`src/rtl/serial_add_pkg.sv`:
```
// rtl/serial_add_pkg.sv - shared constants and helpers for the serial adder sequencer
//
// Purpose : FSM state encoding and the bit-counter width helper used by
//           serial_add_sequencer.
// Ports   : none (package).

package serial_add_pkg;

    localparam logic [1:0] IDLE  = 2'b00;
    localparam logic [1:0] SHIFT = 2'b01;
    localparam logic [1:0] DONE  = 2'b10;

    // Counter must index bit positions 0..WIDTH-1; a 1-bit operand still
    // needs a 1-bit counter so the vector is never zero width.
    function automatic int cnt_width(input int width);
        if (width <= 1) begin
            return 1;
        end
        return $clog2(width);
    endfunction

endpackage

```
`src/rtl/full_adder.sv`:
```
// rtl/full_adder.sv - 1-bit full-adder cell
//
// Purpose : combinational single-bit slice shared by the serial sequencer.
// Ports   : a, b, cin  - addend bits and carry-in
//           sum, carry - sum bit and carry-out

module full_adder (
    input  logic a,
    input  logic b,
    input  logic cin,
    output logic sum,
    output logic carry
);

    assign sum   = a ^ b ^ cin;
    assign carry = (a & b) | (a & cin) | (b & cin);

endmodule

```
`src/rtl/serial_add_sequencer.sv`:
```
// rtl/serial_add_sequencer.sv - bit-serial adder controller around one full-adder cell
//
// Purpose : adds two WIDTH-bit operands plus carry-in, LSB first, one bit per
//           clock through a single full_adder, and presents a registered
//           result with a one-cycle done pulse.
// Ports   : clk, rst      - clock, asynchronous active-high reset
//           start         - request, sampled only when busy is low
//           a, b, cin     - operands and carry-in, captured at accepted start
//           busy          - operation in progress
//           done          - one-cycle pulse when sum/cout update
//           sum, cout     - result of the last completed operation
//           ovf           - signed overflow (only with SERIAL_ADD_OVF_EN)
// Config  : define SERIAL_ADD_OVF_EN to add the ovf output and its logic.

module serial_add_sequencer
    import serial_add_pkg::*;
#(
    parameter int WIDTH = 8
) (
    input  logic             clk,
    input  logic             rst,
    input  logic             start,
    input  logic [WIDTH-1:0] a,
    input  logic [WIDTH-1:0] b,
    input  logic             cin,
    output logic             busy,
    output logic             done,
    output logic [WIDTH-1:0] sum,
    output logic             cout
`ifdef SERIAL_ADD_OVF_EN
    ,
    output logic             ovf
`endif
);

    localparam int            CW   = cnt_width(WIDTH);
    localparam logic [CW-1:0] LAST = CW'(WIDTH - 1);

    logic [1:0]       state;
    logic [WIDTH-1:0] a_sh;
    logic [WIDTH-1:0] b_sh;
    logic [WIDTH-1:0] res;
    logic [WIDTH-1:0] res_next;
    logic             carry;
    logic [CW-1:0]    cnt;
    logic             fa_sum;
    logic             fa_carry;
    logic             last_step;

    full_adder u_fa (
        .a     (a_sh[0]),
        .b     (b_sh[0]),
        .cin   (carry),
        .sum   (fa_sum),
        .carry (fa_carry)
    );

    // New sum bit enters at the MSB so after WIDTH steps the first bit
    // computed has walked down to bit 0.
    generate
        if (WIDTH == 1) begin : g_res_w1
            assign res_next = fa_sum;
        end else begin : g_res_wn
            assign res_next = {fa_sum, res[WIDTH-1:1]};
        end
    endgenerate

    assign last_step = (cnt == LAST);

    // Decoded from state so an asynchronous reset drops busy immediately.
    assign busy = (state == SHIFT);

    always_ff @(posedge clk or posedge rst) begin
        if (rst) begin
            state <= IDLE;
            a_sh  <= '0;
            b_sh  <= '0;
            res   <= '0;
            carry <= 1'b0;
            cnt   <= '0;
            done  <= 1'b0;
            sum   <= '0;
            cout  <= 1'b0;
        end else begin
            done <= 1'b0;
            case (state)
                SHIFT: begin
                    a_sh  <= a_sh >> 1;
                    b_sh  <= b_sh >> 1;
                    res   <= res_next;
                    carry <= fa_carry;
                    cnt   <= cnt + 1'b1;
                    if (last_step) begin
                        sum   <= res_next;
                        cout  <= fa_carry;
                        done  <= 1'b1;
                        state <= DONE;
                    end
                end
                // IDLE and DONE both accept a new request; DONE accepting
                // gives back-to-back operation with no idle gap.
                default: begin
                    if (start) begin
                        a_sh  <= a;
                        b_sh  <= b;
                        res   <= '0;
                        carry <= cin;
                        cnt   <= '0;
                        state <= SHIFT;
                    end else begin
                        state <= IDLE;
                    end
                end
            endcase
        end
    end

`ifdef SERIAL_ADD_OVF_EN
    // On the final step the carry register holds the carry into the MSB.
    always_ff @(posedge clk or posedge rst) begin
        if (rst) begin
            ovf <= 1'b0;
        end else if (state == SHIFT && last_step) begin
            ovf <= carry ^ fa_carry;
        end
    end
`endif

endmodule

```
`config.mk`:
```
export PLATFORM = sky130hd
export DESIGN_NAME = serial_add_sequencer
export DESIGN_NICKNAME = d
export VERILOG_FILES = /design/src/rtl/serial_add_pkg.sv /design/src/rtl/full_adder.sv /design/src/rtl/serial_add_sequencer.sv
export SDC_FILE = /design/constraint.sdc
export NUM_CORES = 1
export LEC_CHECK = 0
export ABC_AREA = 1
export BUFFER_PORTS_ARGS = -buffer_cell sky130_fd_sc_hd__buf_4
export CORE_MARGIN = 3
export CORE_UTILIZATION = 40
export DETAILED_ROUTE_END_ITERATION = 10
export GPL_ROUTABILITY_DRIVEN = 1
export MAX_ROUTING_LAYER = met4
export PLACE_DENSITY = 0.6
export SETUP_SLACK_MARGIN = 0.2
export SYNTH_ARGS = -nofsm -noshare
export SYNTH_HDL_FRONTEND = slang
export SYNTH_SLANG_ARGS = --single-unit
```
`constraint.sdc`:
```
create_clock -name clk -period 2.7 [get_ports clk]
set_input_delay 0 -clock clk [delete_from_list [all_inputs] [get_ports clk]]
set_output_delay 0 -clock clk [all_outputs]
set_load 0.005 [all_outputs]
```
==> flow_metrics.env, run 1 <==
export IMPL_cp_startpoint="state[1]"
export IMPL_dieArea_sq_um=4991
export IMPL_async_flop_share_pct=100.0
export IMPL_die_w_um=70.65
export IMPL_layout_setup_ws_ns=0.9379
export IMPL_drt_met1_wl_mm=1.696
export IMPL_p_int_mw=1.272
export IMPL_r2r_setup_slack_ns=0.94
export IMPL_cts_root_buffer="clkbuf_8"
export IMPL_fin_tns_setup_ns=0
export IMPL_comb_power_share_pct=33.8
export IMPL_core_area_sq_um=3854
export IMPL_switching_share_pct=35.66
export IMPL_die_height_um=70.65
export IMPL_peakVddDrop_v=0.0004232
export IMPL_synthTopCellsByCount="76 x nand2_1, 47 x nand3_1, 39 x dfrtp_1, 5 x buf_2, 5 x inv_1"
export IMPL_pre_cts_ws_ns=0.9441
export IMPL_wirelength_mm=3.521
export IMPL_syn_area_sq_um=1672
export IMPL_ys_seq_area_share_pct=58.38
export IMPL_p_switching_mw=0.7049
export IMPL_clk_pin_slew_ns=0.07
export IMPL_drc=0
export IMPL_ant_nets=0
export IMPL_grt_use_total_pct=16.31
export IMPL_dr_wl_met2_mm=1.607
export IMPL_fin_crit_sh_pct=65.26
export IMPL_worstReg2RegEnd="sum[3]"
export IMPL_num_io_pins=31
export IMPL_vias_per_cell=4.855
export IMPL_clockPowerShare_pct=18.9
export IMPL_syn2layout_area_growth_pct=29.19
export IMPL_grt_setup_unrepaired="no"
export IMPL_power_mw=1.977
export IMPL_setup_viol=0
export IMPL_period_needed_ns=1.762
export IMPL_detail_route_wl_per_cell_um=12.44
export IMPL_hold_viol_final=0
export IMPL_worstSetupEndpoint="sum[3]"
export IMPL_grt_overflow=0
export IMPL_io_buffers=30
export IMPL_start_util_pct=43.38
export IMPL_gp_congestion=0.7493
export IMPL_firstDrtPassIters=4
export IMPL_power_frac_seq_pct=47.3
export IMPL_syn_num_nets=211
export IMPL_synth_edf_count=0
export IMPL_via_count=1374
export IMPL_grt_pass1_wl_mm=6.237
export IMPL_synth_main_ff_cell="dfrtp_1"
export IMPL_synth_cells=188
export IMPL_synth_top_cell_area_share_pct=58.38
export IMPL_whs_ns=0.08007
export IMPL_clock_fmax_mhz=567.5
export IMPL_hpwl_mm=2.189
export IMPL_yosysMostFrequentCell="nand2_1"
export IMPL_cp_data_required_time_ns=2.92
export IMPL_synthTopCellsByArea="dfrtp_1 58%, nand2_1 17%, nand3_1 14%, buf_4 1.8%, buf_2 1.5%"
export IMPL_final_max_slew_violation_count=0
export IMPL_min_path_type="in -> reg"
export IMPL_drive_gt1_share_pct=17.87
export IMPL_post_cts_buffers=0
export IMPL_nets=257
export IMPL_cap_violations=0
export IMPL_yosys_cell_types_count=14
export IMPL_end_kind="flop"
export IMPL_clkSinkCount=39
export IMPL_grt_pass1_vias=1375
export IMPL_place_area_sq_um=1898
export IMPL_rows=22
export IMPL_cp_max_fo=34
export IMPL_worstSetupStartpointType="flop"
export IMPL_crit_type="reg -> reg"
export IMPL_tritoncts="done"
export IMPL_status="complete, no violations"
export IMPL_top_layer_used="met4"
export IMPL_synth_seq_cells=39
export IMPL_skew_ns=0.007225
export IMPL_fin_area_sq_um=2160
export IMPL_slew_headroom_pct=53.37
export IMPL_yosys_area_top_type="dfrtp_1"
export IMPL_antenna_found_initial=0
export IMPL_r2r_cells=5
export IMPL_clk_latency_ns=0.29
export IMPL_synth_area_per_cell_sq_um=8.892
export IMPL_r2r_start="state[1]"
export IMPL_leakagePower_nw=1.135
export IMPL_htree_levels=2
export IMPL_cts_buffers=5
export IMPL_cts_path_max_buffers=2
export IMPL_ys_warn_count=0
export IMPL_worst_slew_pin_slew_ns=0.6969
export IMPL_grt_max_degree=40
export IMPL_antenna_cells=0
export IMPL_met3_length_um=158
export IMPL_dr_first_iter_drc_count=85
export IMPL_worstPathArrival_ns=1.99
export IMPL_power_density_nw_per_um2=915.3
[metrics by stage]
step                util, %  instances
finish                56.04        283
floorplan                 -        188
detailed placement    49.25        257
global route          56.04        283
global placement      49.25        257
CTS                   56.04        283
[power groups by stage]
stage,sequential [mW],combinational [mW],clock [mW]
after floorplan,0.920,0.465,0
after global placement,0.935,0.636,0
after detailed placement,0.942,0.658,0
after CTS,0.936,0.681,0.386
after global routing,0.963,0.776,0.417
final,0.936,0.667,0.374
[worst min-delay path by stage]
stage / startpoint / cells past startpoint / slack, ns / endpoint
final: start / 3 / 0.08 / b_sh[7]
after global routing: start / 3 / 0.09 / a_sh[7]
after CTS: start / 3 / 0.07 / b_sh[7]
after detailed placement: rst / 3 / 0.16 / done
after global placement: rst / 3 / 0.15 / done
after floorplan: a[7] / 2 / 0.15 / a_sh[7]
[metal layers]
| layer | vias to the layer above | track usage (%) |
|---|---|---|
| li1 | 693 | - |
| met1 | 648 | 20.86 |
| met5 | - | - |
| met3 | 6 | 4.688 |
| met4 | 0 | 5.846 |
| met2 | 27 | 24.84 |
[placed cells by master, fill, tap and decap left out]
cell type and count:
nand3_1 47, nand2_2 2, inv_2 1, nor2_2 1, nor2_1 3, ha_1 2, nand2_1 76, clkbuf_1 2
nor2_4 1, dfrtp_1 39, clkinv_2 1, dlygate4sd3_1 18, buf_4 31, fa_1 1, inv_1 5, clkbuf_8 5
[flip-flops by register name (all words and copies together) (netlist names)]
signal / flops
carry: 1
res: 7
cout: 1
a_sh: 8
b_sh: 8
state: 2
sum: 8
cnt: 3
done: 1
[layout make-up]
type                            count  area (sq um)
Clock inverter                      1         5.005
Inverter                            6         22.52
Tap cell                           48         60.06
Sequential cell                    39         975.9
Multi-Input combinational cell    133         606.8
Timing Repair Buffer               49         412.9
Clock buffer                        7         76.32
Fill cell                         363          1694
[what timing repair did]
item                       4_1_cts  5_1_grt
hold buffers                    18        0
resized for setup                0        0
setup endpoints to repair        0        0
hold endpoints to repair        56        0
[cell families after synthesis]
kind of cell / after synthesis / synth area share [%]
adders and majority gates: 3 / 2.694
buffers and inverters: 16 / 5.314
and+or+nand+nor: 130 / 33.61
DFF: 39 / 58.38
[critical path: stages (launching register included)]
cell and delay (ns):
dfrtp_1 0.41, inv_1 0.08, nand2_2 0.33, nor2_1 0.68
nand2_1 0.12, nand2_1 0.08
No activity file was read; power rests on OpenSTA's default activity.
==> run 2, diff against run 1 <==
- PLACE_DENSITY: 0.6 -> 0.62
- clock period: 2.7 -> 1.6 ns (I/O delays scaled with it)
==> run 2 against run 1 <==
Count of clock-buffer cells in the layout is 1 lower; die area stayed put; flip-flop and latch count stayed put; core utilization is 2.1 points higher; design area is 3.8% higher; sequential share of layout area is 1.6 points lower; routed wire length is 7.6% lower; via count is 0.15% lower; sequential power is 68% higher; cell count is 1.1% higher; critical path type is now reg -> out; register-to-register slack worse by 0.59 ns.
==> flow_metrics.env, run 2 (synthesis gave the netlist of run 1 again) <==
export IMPL_power_frac_seq_pct=42.4
export IMPL_final_max_slew_violation_count=0
export IMPL_fin_area_sq_um=2241
export IMPL_crit_slowest_cell="dfrtp_1"
export IMPL_grt_overflow=0
export IMPL_wirelength_mm=3.255
export IMPL_end_kind="primary output"
export IMPL_antenna_found_initial=0
export IMPL_worst_slew_pin_slew_ns=0.5315
export IMPL_gp_congestion=0.7411
export IMPL_layout_common_cells="76 x nand2_1, 47 x nand3_1, 39 x dfrtp_1, 34 x buf_4, 18 x dlygate4sd3_1"
export IMPL_fin_tns_setup_ns=0
export IMPL_die_height_um=70.65
export IMPL_grt_pass1_wl_mm=5.816
export IMPL_antenna_cells=0
export IMPL_cp_data_required_time_ns=1.60
export IMPL_r2r_cells=5
export IMPL_vias_per_cell=4.797
export IMPL_clk_pin_slew_ns=0.07
export IMPL_place_area_sq_um=1921
export IMPL_period_needed_ns=1.263
export IMPL_hold_viol_final=0
export IMPL_slew_headroom_pct=64.53
export IMPL_hpwl_mm=2.128
export IMPL_die_w_um=70.65
export IMPL_clkSinkCount=39
export IMPL_min_path_type="in -> reg"
export IMPL_leakagePower_nw=1.172
export IMPL_layout_setup_ws_ns=0.3375
export IMPL_dieArea_sq_um=4991
export IMPL_htree_levels=2
export IMPL_ant_nets=0
export IMPL_skew_ns=0.005922
export IMPL_r2r_setup_slack_ns=0.35
export IMPL_via_count=1372
export IMPL_crit_buf_inv=2
export IMPL_crit_top_cell="buf_4"
export IMPL_grt_pass1_vias=1342
export IMPL_cts_root_buffer="clkbuf_8"
export IMPL_io_buffers=30
export IMPL_crit_family="flip-flops"
export IMPL_grt_use_total_pct=15.16
export IMPL_num_io_pins=31
export IMPL_cts_path_max_buffers=2
export IMPL_cp_max_fo=9
export IMPL_max_stage_delay_ns=0.41
export IMPL_core_area_sq_um=3854
export IMPL_hp_start="start"
export IMPL_switching_share_pct=32.11
export IMPL_firstDrtPassIters=4
export IMPL_r2r_start="state[1]"
export IMPL_clockPowerShare_pct=25.7
export IMPL_detail_route_wl_per_cell_um=11.38
export IMPL_grt_max_degree=40
export IMPL_post_cts_buffers=0
export IMPL_pre_cts_ws_ns=0.04697
export IMPL_cap_violations=0
export IMPL_cts_buffers=5
export IMPL_fin_util_pct=58.15
export IMPL_dr_first_iter_drc_count=118
export IMPL_drc=0
export IMPL_path_cells="nor2_4 > buf_4 > buf_4"
export IMPL_clk_latency_ns=0.29
export IMPL_p_switching_mw=1.188
export IMPL_layout_commonest_cell="nand2_1"
export IMPL_crit_type="reg -> out"
export IMPL_p_int_mw=2.511
export IMPL_fin_crit_sh_pct=78.91
export IMPL_nets=260
export IMPL_syn2layout_area_growth_pct=34.06
export IMPL_worstReg2RegEnd="sum[5]"
export IMPL_peakVddDrop_v=0.0008496
export IMPL_clock_fmax_mhz=792.1
export IMPL_start_util_pct=43.38
export IMPL_comb_power_share_pct=31.9
export IMPL_drive_gt1_share_pct=19.75
export IMPL_setup_viol=0
export IMPL_grt_setup_unrepaired="no"
export IMPL_reg_top3="a_sh: 8 flops, b_sh: 8 flops, sum: 8 flops"
export IMPL_power_density_nw_per_um2=1651
export IMPL_tritoncts="done"
export IMPL_worstSetupStartpointType="flop"
export IMPL_rows=22
export IMPL_min_to="a_sh[7]"
export IMPL_worstPathArrival_ns=1.26
export IMPL_status="complete, no violations"
export IMPL_whs_path_depth=3
run 2: changes by cell type in the layout (fill, tap and decap cells not counted):
cell / change
buf_4: +3
bufinv_16: +2
clkbuf_1: -1
clkinv_2: -1
nor2_1: -1
nor2_4: +1
run 2: worst max path at each step:
stage | from | end | slack (ns) | cells past startpoint
2_1_floorplan | cnt[0] | cout | 0.37 | 7
3_3_place_gp | cnt[0] | sum[5] | 0.11 | 6
3_5_place_dp | cnt[0] | sum[1] | 0.05 | 6
4_1_cts | cnt[0] | sum[1] | 0.22 | 6
5_1_grt | state[0] | b_sh[7] | 0.21 | 5
6_report | state[1] | busy | 0.34 | 3
run 2: worst reg2reg max path: stages (launching register included):
cell and delay [ns]:
dfrtp_1 0.41, nor2_4 0.24, buf_4 0.21, nand2_2 0.14
nand2_1 0.10, nand2_1 0.05
run 2: power by group through the flow:
stage | registers, mW | clock network [mW] | logic (mW)
floorplan | 1.55 | 0 | 0.784
global placement | 1.57 | 0 | 1.12
detailed placement | 1.59 | 0 | 1.15
CTS | 1.57 | 0.992 | 1.19
global route | 1.62 | 1.02 | 1.36
finish | 1.57 | 0.950 | 1.18
run 2: area by class of cell:
| cell class | count | area [sq um] |
|---|---|---|
| sequential | 39 | 975.9 |
| clock buffer | 6 | 72.57 |
| fill | 366 | 1613 |
| tap | 48 | 60.06 |
| multi-input combinational | 133 | 614.3 |
| timing repair buffer | 52 | 435.4 |
| clock inverter | 2 | 60.06 |
| inverter | 6 | 22.52 |
run 2: routing by layer:
layer  GRT usage (%)  share of wire (%)  routed length, um
met5               -                  0                  0
met1           17.64                 45               1454
met4           5.428               0.55                 18
met2           24.12                 50               1621
met3           5.682                4.9                161
run 2: per-stage QoR:
step | total power [mW] | hold slack, ns | instances
finish | 3.699 | 0.08015 | 286
global placement | 2.685 | 0.1435 | 260
detailed placement | 2.739 | 0.1625 | 260
floorplan | 2.336 | 0.1460 | 188
global route | 4.003 | 0.07235 | 286
CTS | 3.758 | 0.06567 | 286
run 2: timing repair:
action	in CTS	in global routing
hold buffers	18	0
endpoints found under the setup margin	11	10
gates resized for setup	1	1
endpoints found under the hold margin	56	0
